### src/rtl/y86_execute.sv
// Y86-64 execute stage: operand-select ALU, {ZF,SF,OF} condition-code register, Cnd evaluation.
// Defining EXEC_CC_OUT_EN adds the cc_o debug port carrying the registered CC.
module y86_execute (
  input  logic        clk_i,
  input  logic        rst_i,
  input  logic [3:0]  icode_i,
  input  logic [3:0]  ifunc_i,
  input  logic [63:0] valC_i,
  input  logic [63:0] valA_i,
  input  logic [63:0] valB_i,
  output logic [63:0] valE_o,
  output logic        Cnd_o
`ifdef EXEC_CC_OUT_EN
  ,
  output logic [2:0]  cc_o
`endif
);

  localparam logic [3:0] I_RRMOVQ = 4'h2;
  localparam logic [3:0] I_IRMOVQ = 4'h3;
  localparam logic [3:0] I_RMMOVQ = 4'h4;
  localparam logic [3:0] I_MRMOVQ = 4'h5;
  localparam logic [3:0] I_OPQ    = 4'h6;
  localparam logic [3:0] I_JXX    = 4'h7;
  localparam logic [3:0] I_CALL   = 4'h8;
  localparam logic [3:0] I_RET    = 4'h9;
  localparam logic [3:0] I_PUSHQ  = 4'hA;
  localparam logic [3:0] I_POPQ   = 4'hB;

  localparam logic [3:0] F_ADD = 4'h0;
  localparam logic [3:0] F_SUB = 4'h1;
  localparam logic [3:0] F_AND = 4'h2;
  localparam logic [3:0] F_XOR = 4'h3;

  logic [63:0] alu_a, alu_b;
  logic [63:0] sum, diff, alu_res;
  logic        alu_of;
  logic        cc_upd;
  logic [2:0]  cc_d, cc_q;
  logic        zf, sf, of;

  always_comb begin
    alu_a = '0;
    alu_b = '0;
    case (icode_i)
      I_RRMOVQ: alu_a = valA_i;
      I_IRMOVQ: alu_a = valC_i;
      I_RMMOVQ, I_MRMOVQ: begin
        alu_a = valC_i;
        alu_b = valB_i;
      end
      I_OPQ: begin
        alu_a = valA_i;
        alu_b = valB_i;
      end
      I_CALL, I_PUSHQ: begin
        alu_a = 64'hFFFF_FFFF_FFFF_FFF8;
        alu_b = valB_i;
      end
      I_RET, I_POPQ: begin
        alu_a = 64'd8;
        alu_b = valB_i;
      end
      default: ;
    endcase
  end

  // Non-OPq instructions always add; only OPq decodes ifunc, and bad OPq functions yield zero.
  always_comb begin
    sum     = alu_b + alu_a;
    diff    = alu_b - alu_a;
    alu_res = sum;
    alu_of  = 1'b0;
    if (icode_i == I_OPQ) begin
      case (ifunc_i)
        F_ADD: begin
          alu_res = sum;
          alu_of  = (alu_a[63] == alu_b[63]) && (sum[63] != alu_a[63]);
        end
        F_SUB: begin
          alu_res = diff;
          alu_of  = (alu_a[63] != alu_b[63]) && (diff[63] != alu_b[63]);
        end
        F_AND:   alu_res = alu_a & alu_b;
        F_XOR:   alu_res = alu_a ^ alu_b;
        default: alu_res = '0;
      endcase
    end
  end

  assign valE_o = alu_res;
  assign cc_upd = (icode_i == I_OPQ) && (ifunc_i <= F_XOR);
  assign cc_d   = {(alu_res == '0), alu_res[63], alu_of};

  always_ff @(posedge clk_i) begin
    if (rst_i) begin
      cc_q <= 3'b100;
    end else if (cc_upd) begin
      cc_q <= cc_d;
    end
  end

  assign zf = cc_q[2];
  assign sf = cc_q[1];
  assign of = cc_q[0];

  always_comb begin
    Cnd_o = 1'b0;
    if ((icode_i == I_RRMOVQ) || (icode_i == I_JXX)) begin
      case (ifunc_i)
        4'h0:    Cnd_o = 1'b1;
        4'h1:    Cnd_o = (sf ^ of) | zf;
        4'h2:    Cnd_o = sf ^ of;
        4'h3:    Cnd_o = zf;
        4'h4:    Cnd_o = ~zf;
        4'h5:    Cnd_o = ~(sf ^ of);
        4'h6:    Cnd_o = ~(sf ^ of) & ~zf;
        default: Cnd_o = 1'b0;
      endcase
    end
  end

`ifdef EXEC_CC_OUT_EN
  assign cc_o = cc_q;
`endif

endmodule

### config.mk
export PLATFORM = sky130hd
export DESIGN_NAME = y86_execute
export DESIGN_NICKNAME = d
export VERILOG_FILES = /design/src/rtl/y86_execute.sv
export SDC_FILE = /design/constraint.sdc
export NUM_CORES = 1
export LEC_CHECK = 0
export ABC_AREA = 1
export CAP_MARGIN = 20
export CORE_ASPECT_RATIO = 1.25
export CORE_UTILIZATION = 50
export CTS_CLUSTER_DIAMETER = 100
export CTS_CLUSTER_SIZE = 40
export DETAILED_ROUTE_END_ITERATION = 6
export GPL_TIMING_DRIVEN = 0
export PLACE_DENSITY = 0.75
export SYNTH_ARGS = -nofsm -noshare
export SYNTH_HDL_FRONTEND = slang
export SYNTH_SLANG_ARGS = --single-unit
### constraint.sdc
create_clock -name clk_i -period 5.21 [get_ports clk_i]
set_input_delay 0.521 -clock clk_i [delete_from_list [all_inputs] [get_ports clk_i]]
set_output_delay 0.521 -clock clk_i [all_outputs]
set_load 0.02 [all_outputs]
==> results.py, run 1 <==
metrics = {
    "status": {
        "outcome": "did not finish",
        "lastStage": "global routing",
        "error_line": "[ERROR GRT-0116] Global routing finished with congestion. Check the congestion regions in the DRC Viewer.",
    },
    "clock_network": {
        "clock_path_buffers": 2,
        "cts_inserted_buffers": 3,
        "cts_sinks": 3,
        "root_buffer": "clkbuf_16",
        "htree_levels": 1,
    },
    "synthesis": {
        "synth-seq-cells": 3,
        "syn_area_per_cell_um2": 4.81,
        "synth-edff-count": 0,
        "synthArstFlopShare_pct": 0,
        "yosysTopAreaCell": "nand2_1",
        "synth_top_area_share_pct": 26.1,
        "yosys_warnings": 0,
        "synthFlopType": "dfxtp_1",
        "ys_top_cells_by_area": "nand2_1, inv_1, ha_1",
        "syn_area_um2": 16700,
        "ys_seq_area_share_pct": 0.359,
        "syn_nets": 3823,
        "synth_cell_type_count": 45,
        "netlist_instances": 3478,
    },
    "grt": {
        "overflow": 46,
        "grt_usage_pct": 59.8,
        "grt_pass1_wl_um": 151000,
        "first_global_vias": 24600,
        "grt_max_degree": 11,
    },
    "placement": {
        "post-dp-hpwl_um": 75500,
        "dp_slack_ns": -1.94,
        "place_inst": 4162,
        "placed_area_um2": 19900,
        "port_buffers": 266,
        "globalplace.congestion": 1.23,
    },
    "floorplan": {
        "dieHeight_um": 207,
        "dieWidth_um": 166,
        "io_pins": 267,
        "initial_core_util_pct": 51.1,
        "row_count": 74,
    },
}
==> timing repair <==
| item | 4_1_cts |
|---|---|
| hold buffers | 0 |
| pin swaps | 8 |
| resized for setup | 212 |
| setup buffers | 9 |
| endpoints found under the hold margin | 0 |
| endpoints found under the setup margin | 64 |
==> logic make-up after synthesis <==
family / Yosys count / share of synthesized area (%)
AO/OA/AOI/OAI: 355 / 13.1
adder cells (fa/ha/maj): 143 / 10.8
flip-flops: 3 / 0.359
AND/OR/NAND/NOR: 2042 / 53.3
XOR/XNOR: 2 / 0.105
buffers and inverters: 933 / 22.4
==> metrics by stage <==
| step | utilization (%) | setup TNS (ns) |
|---|---|---|
| after global placement | 60.8 | -74.40 |
| after floorplan | - | 0 |
| after CTS | 63.7 | -2.49 |
| after detailed placement | 60.8 | -78.87 |
==> metal layers <==
layer,overflow,GRT usage (%)
met4,14,68.7
met5,0,3.51
met3,1,29.6
met2,31,87.4
met1,0,58.5
==> cells in the mapped netlist, types with 2 or more instances <==
cell and n:
a211oi_1 2, a21o_1 2, a21oi_1 137, a21oi_2 10, a21oi_4 2, a221oi_1 61
and2_1 6, and3_1 2, buf_1 3, buf_2 29, buf_4 25, buf_6 15
clkbuf_1 38, clkinv_1 7, dfxtp_1 3, fa_1 2, ha_1 141, inv_1 748
inv_2 68, nand2_1 1166, nand2_2 32, nand3_1 350, nand3_2 12, nand3b_1 32
nand4_1 26, nor2_1 295, nor2_2 58, nor2_4 24, nor3_1 23, nor3_2 9
nor4_1 3, o211ai_1 3, o21ai_0 62, o21ai_1 3, o21bai_1 11, o22ai_1 59
==> inputs of run 2 (changes only) <==
Settings changed: CORE_ASPECT_RATIO 1.25 to not set, CORE_UTILIZATION 50 to 35, CTS_CLUSTER_DIAMETER 100 to not set, CTS_CLUSTER_SIZE 40 to not set, PLACE_DENSITY 0.75 to not set, PLACE_DENSITY_LB_ADDON set to 0.15.
==> run 2 against run 1 <==
The flow now finishes, with violations (DRC). Area after synthesis is the same. Synthesized cell count is the same.
==> results.py, run 2 <==
metrics = {
    "status": {
        "outcome": "complete, but fails checks",
        "failed_checks": "DRC",
    },
    "synthesis": {
        "ys_top_cells_by_area": "nand2_1, inv_1, ha_1",
        "syn_area_per_cell_um2": 4.81,
        "synthFlopType": "dfxtp_1",
        "synth-xor-area-share_pct": 0.105,
        "synth_adder_area_share_pct": 10.8,
        "syn_area_um2": 16700,
        "synth-seq-cells": 3,
        "synth_common_cells": "nand2_1, inv_1, nand3_1, nor2_1, ha_1",
        "yosysTopAreaCell": "nand2_1",
        "yosys.area_share.simple_pct": 53.3,
        "synthMuxAreaShare_pct": 0,
        "synth_compound_area_share_pct": 13.1,
        "syn_nets": 3823,
        "synthArstFlopShare_pct": 0,
        "netlist_instances": 3478,
        "yosys_warnings": 0,
        "ys_seq_area_share_pct": 0.359,
        "synth-edff-count": 0,
        "synth_top_area_share_pct": 26.1,
        "synth_cell_type_count": 45,
        "synth_top_family_by_area": "simple AND/OR/NAND/NOR gates",
        "yosysMostFrequentCell": "nand2_1",
    },
    "placement": {
        "globalplace.congestion": 1.08,
        "post-dp-hpwl_um": 80700,
        "placed_area_um2": 20200,
        "place_inst": 4351,
        "port_buffers": 266,
    },
    "grt": {
        "grt_usage_pct": 37.5,
        "first_global_vias": 21000,
        "antenna_found_initial": 1,
        "overflow": 0,
        "grt_pass1_wl_um": 133000,
        "grt_max_degree": 11,
    },
    "sta": {
        "max_freq_mhz": 198,
        "skew_ns": 0,
        "finalSetupTns_ns": 0,
        "hold_violations": 0,
        "min_period_ns": 5.05,
        "fin_crit_sh_pct": 96.9,
        "relSlewSlack_pct": 32.9,
        "slew_viol_final": 0,
        "worst_pin_slew_ns": 1.00,
        "finalSetupViolations": 0,
        "holdWs_ns": 0.491,
    },
    "critical_path": {
        "cp-start-kind": "input pin",
        "cp-end-kind": "output port",
        "worstPathRequired_ns": 4.69,
        "critPathMaxFanout": 10,
        "rrSetupSlack_ns": 4.29,
        "critical_path_class": "input pin to output port",
        "crit_arrival_ns": 4.53,
    },
    "power": {
        "ir_worst_vdd_mv": 0.0756,
        "power.density_nw_per_um2": 153,
        "leakage_nw": 12.1,
    },
    "run": {
        "drv.max_cap_violation_count": 0,
    },
    "finish": {
        "syn_to_final_growth_pct": 28.5,
        "diodes": 0,
        "nNetsFinal": 4114,
        "top_register": "cc_q",
        "fin_cells": 4375,
        "final_cell_mix": "nand2_1, inv_1, nand3_1",
        "final_core_util_pct": 45.9,
        "drive_gt1_share_pct": 12.0,
        "design_area_um2": 21500,
        "layout_commonest_cell": "nand2_1",
        "largest_register_ffs": 3,
        "reg_top3": "cc_q (3)",
    },
    "floorplan": {
        "dieWidth_um": 221,
        "io_pins": 267,
        "core_area_um2": 46900,
        "initial_core_util_pct": 35.7,
        "dieArea_um2": 48700,
        "row_count": 79,
        "dieHeight_um": 221,
    },
    "route": {
        "drt-initial-drc-count": 2675,
        "avgViaCountPerCell": 5.25,
        "drc": 6,
        "ant_nets": 0,
        "routed_wirelength_um": 93200,
        "wl_per_cell_um": 21.3,
        "vias": 23000,
        "firstDrtPassIters": 7,
    },
    "clock_network": {
        "clk_pin_slew_ns": 0.03,
        "root_buffer": "clkbuf_16",
        "cts_sinks": 3,
        "cts_tree": "done",
        "cts_hold_buf": 0,
        "clkLatencyLatePin_ns": 0.23,
        "cts_inserted_buffers": 3,
        "clock_path_buffers": 2,
        "htree_levels": 1,
    },
    "min_path": {
        "hp-class": "register to register",
    },
}
==> run 2: final cells by class <==
| type | count | area, µm² |
|---|---|---|
| Fill cell | 5504 | 25300 |
| Multi-Input combinational cell | 2543 | 13800 |
| Inverter | 823 | 3100 |
| Timing Repair Buffer | 285 | 2810 |
| Buffer | 110 | 898 |
| Tap cell | 607 | 759 |
| Clock buffer | 4 | 78.8 |
| Sequential cell | 3 | 60.1 |
==> run 2: cells by family (layout without fill, tap and decap cells) <==
| group | after synthesis | count (layout) |
|---|---|---|
| simple gates | 2042 | 2042 |
| buf+inv | 933 | 1222 |
| compound gates | 355 | 356 |
| fa+ha+maj | 143 | 143 |
| flops | 3 | 3 |
| xor+xnor | 2 | 2 |
==> run 2: worst max-delay path: stages <==
cell and delay, ns:
buf_2 0.17, inv_2 0.09, nor2_4 0.14, nand2_4 0.08
buf_12 0.16, nand2_8 0.14, clkbuf_16 0.19, a22o_1 0.17
ha_1 0.15, inv_1 0.09, fa_2 0.48, nand3_1 0.13
nand2_1 0.18, nand2_1 0.13, nand2_1 0.13, nand2_1 0.13
nand3_2 0.15, nand2_1 0.09, nand3_1 0.14, nand3b_1 0.15
nand2_1 0.06, nand2_1 0.20, clkdlybuf4s50_1 0.64
==> run 2: final timing paths <==
path / start / endpoint / cells past startpoint
setup / recovery: icode_i[2] / valE_o[24] / 23
hold / removal: cc_q[1] / cc_q[1] / 2
setup reg to reg: cc_q[2] / cc_q[2] / 3
hold reg to reg: cc_q[1] / cc_q[1] / 2
==> run 2: per-stage QoR <==
stage	total power, mW	worst slack [ns]
final	3.29	0.162
after floorplan	1.80	1.14
after global routing	3.51	-0.00363
after detailed placement	2.92	-2.17
after CTS	3.16	0.0340
after global placement	2.92	-2.19
==> run 2: power breakdown <==
group | internal [mW] | leakage [nW] | switching [mW] | total (mW)
sequential | 0.0233 | 0.0242 | 0.000320 | 0.0237
clock | 0.101 | 0.0382 | 0.0262 | 0.128
combinational | 1.03 | 12.1 | 2.11 | 3.14
==> run 2: repair_timing <==
action / CTS / global route
resized for setup: 235 / 42
cloned: 1 / 0
pin swaps: 14 / 8
buffers inserted: 16 / 3
setup endpoints to repair: 66 / 41
==> run 2: layer usage <==
metal | track usage (%) | up-vias | routed length [µm]
li1 | - | 11300 | -
met2 | 55.3 | 1201 | 37500
met1 | 55.0 | 10400 | 41700
met4 | 7.49 | 0 | 2460
met5 | 0 | - | 0
met3 | 8.08 | 110 | 11600
No activity file was read; power rests on OpenSTA's default activity.
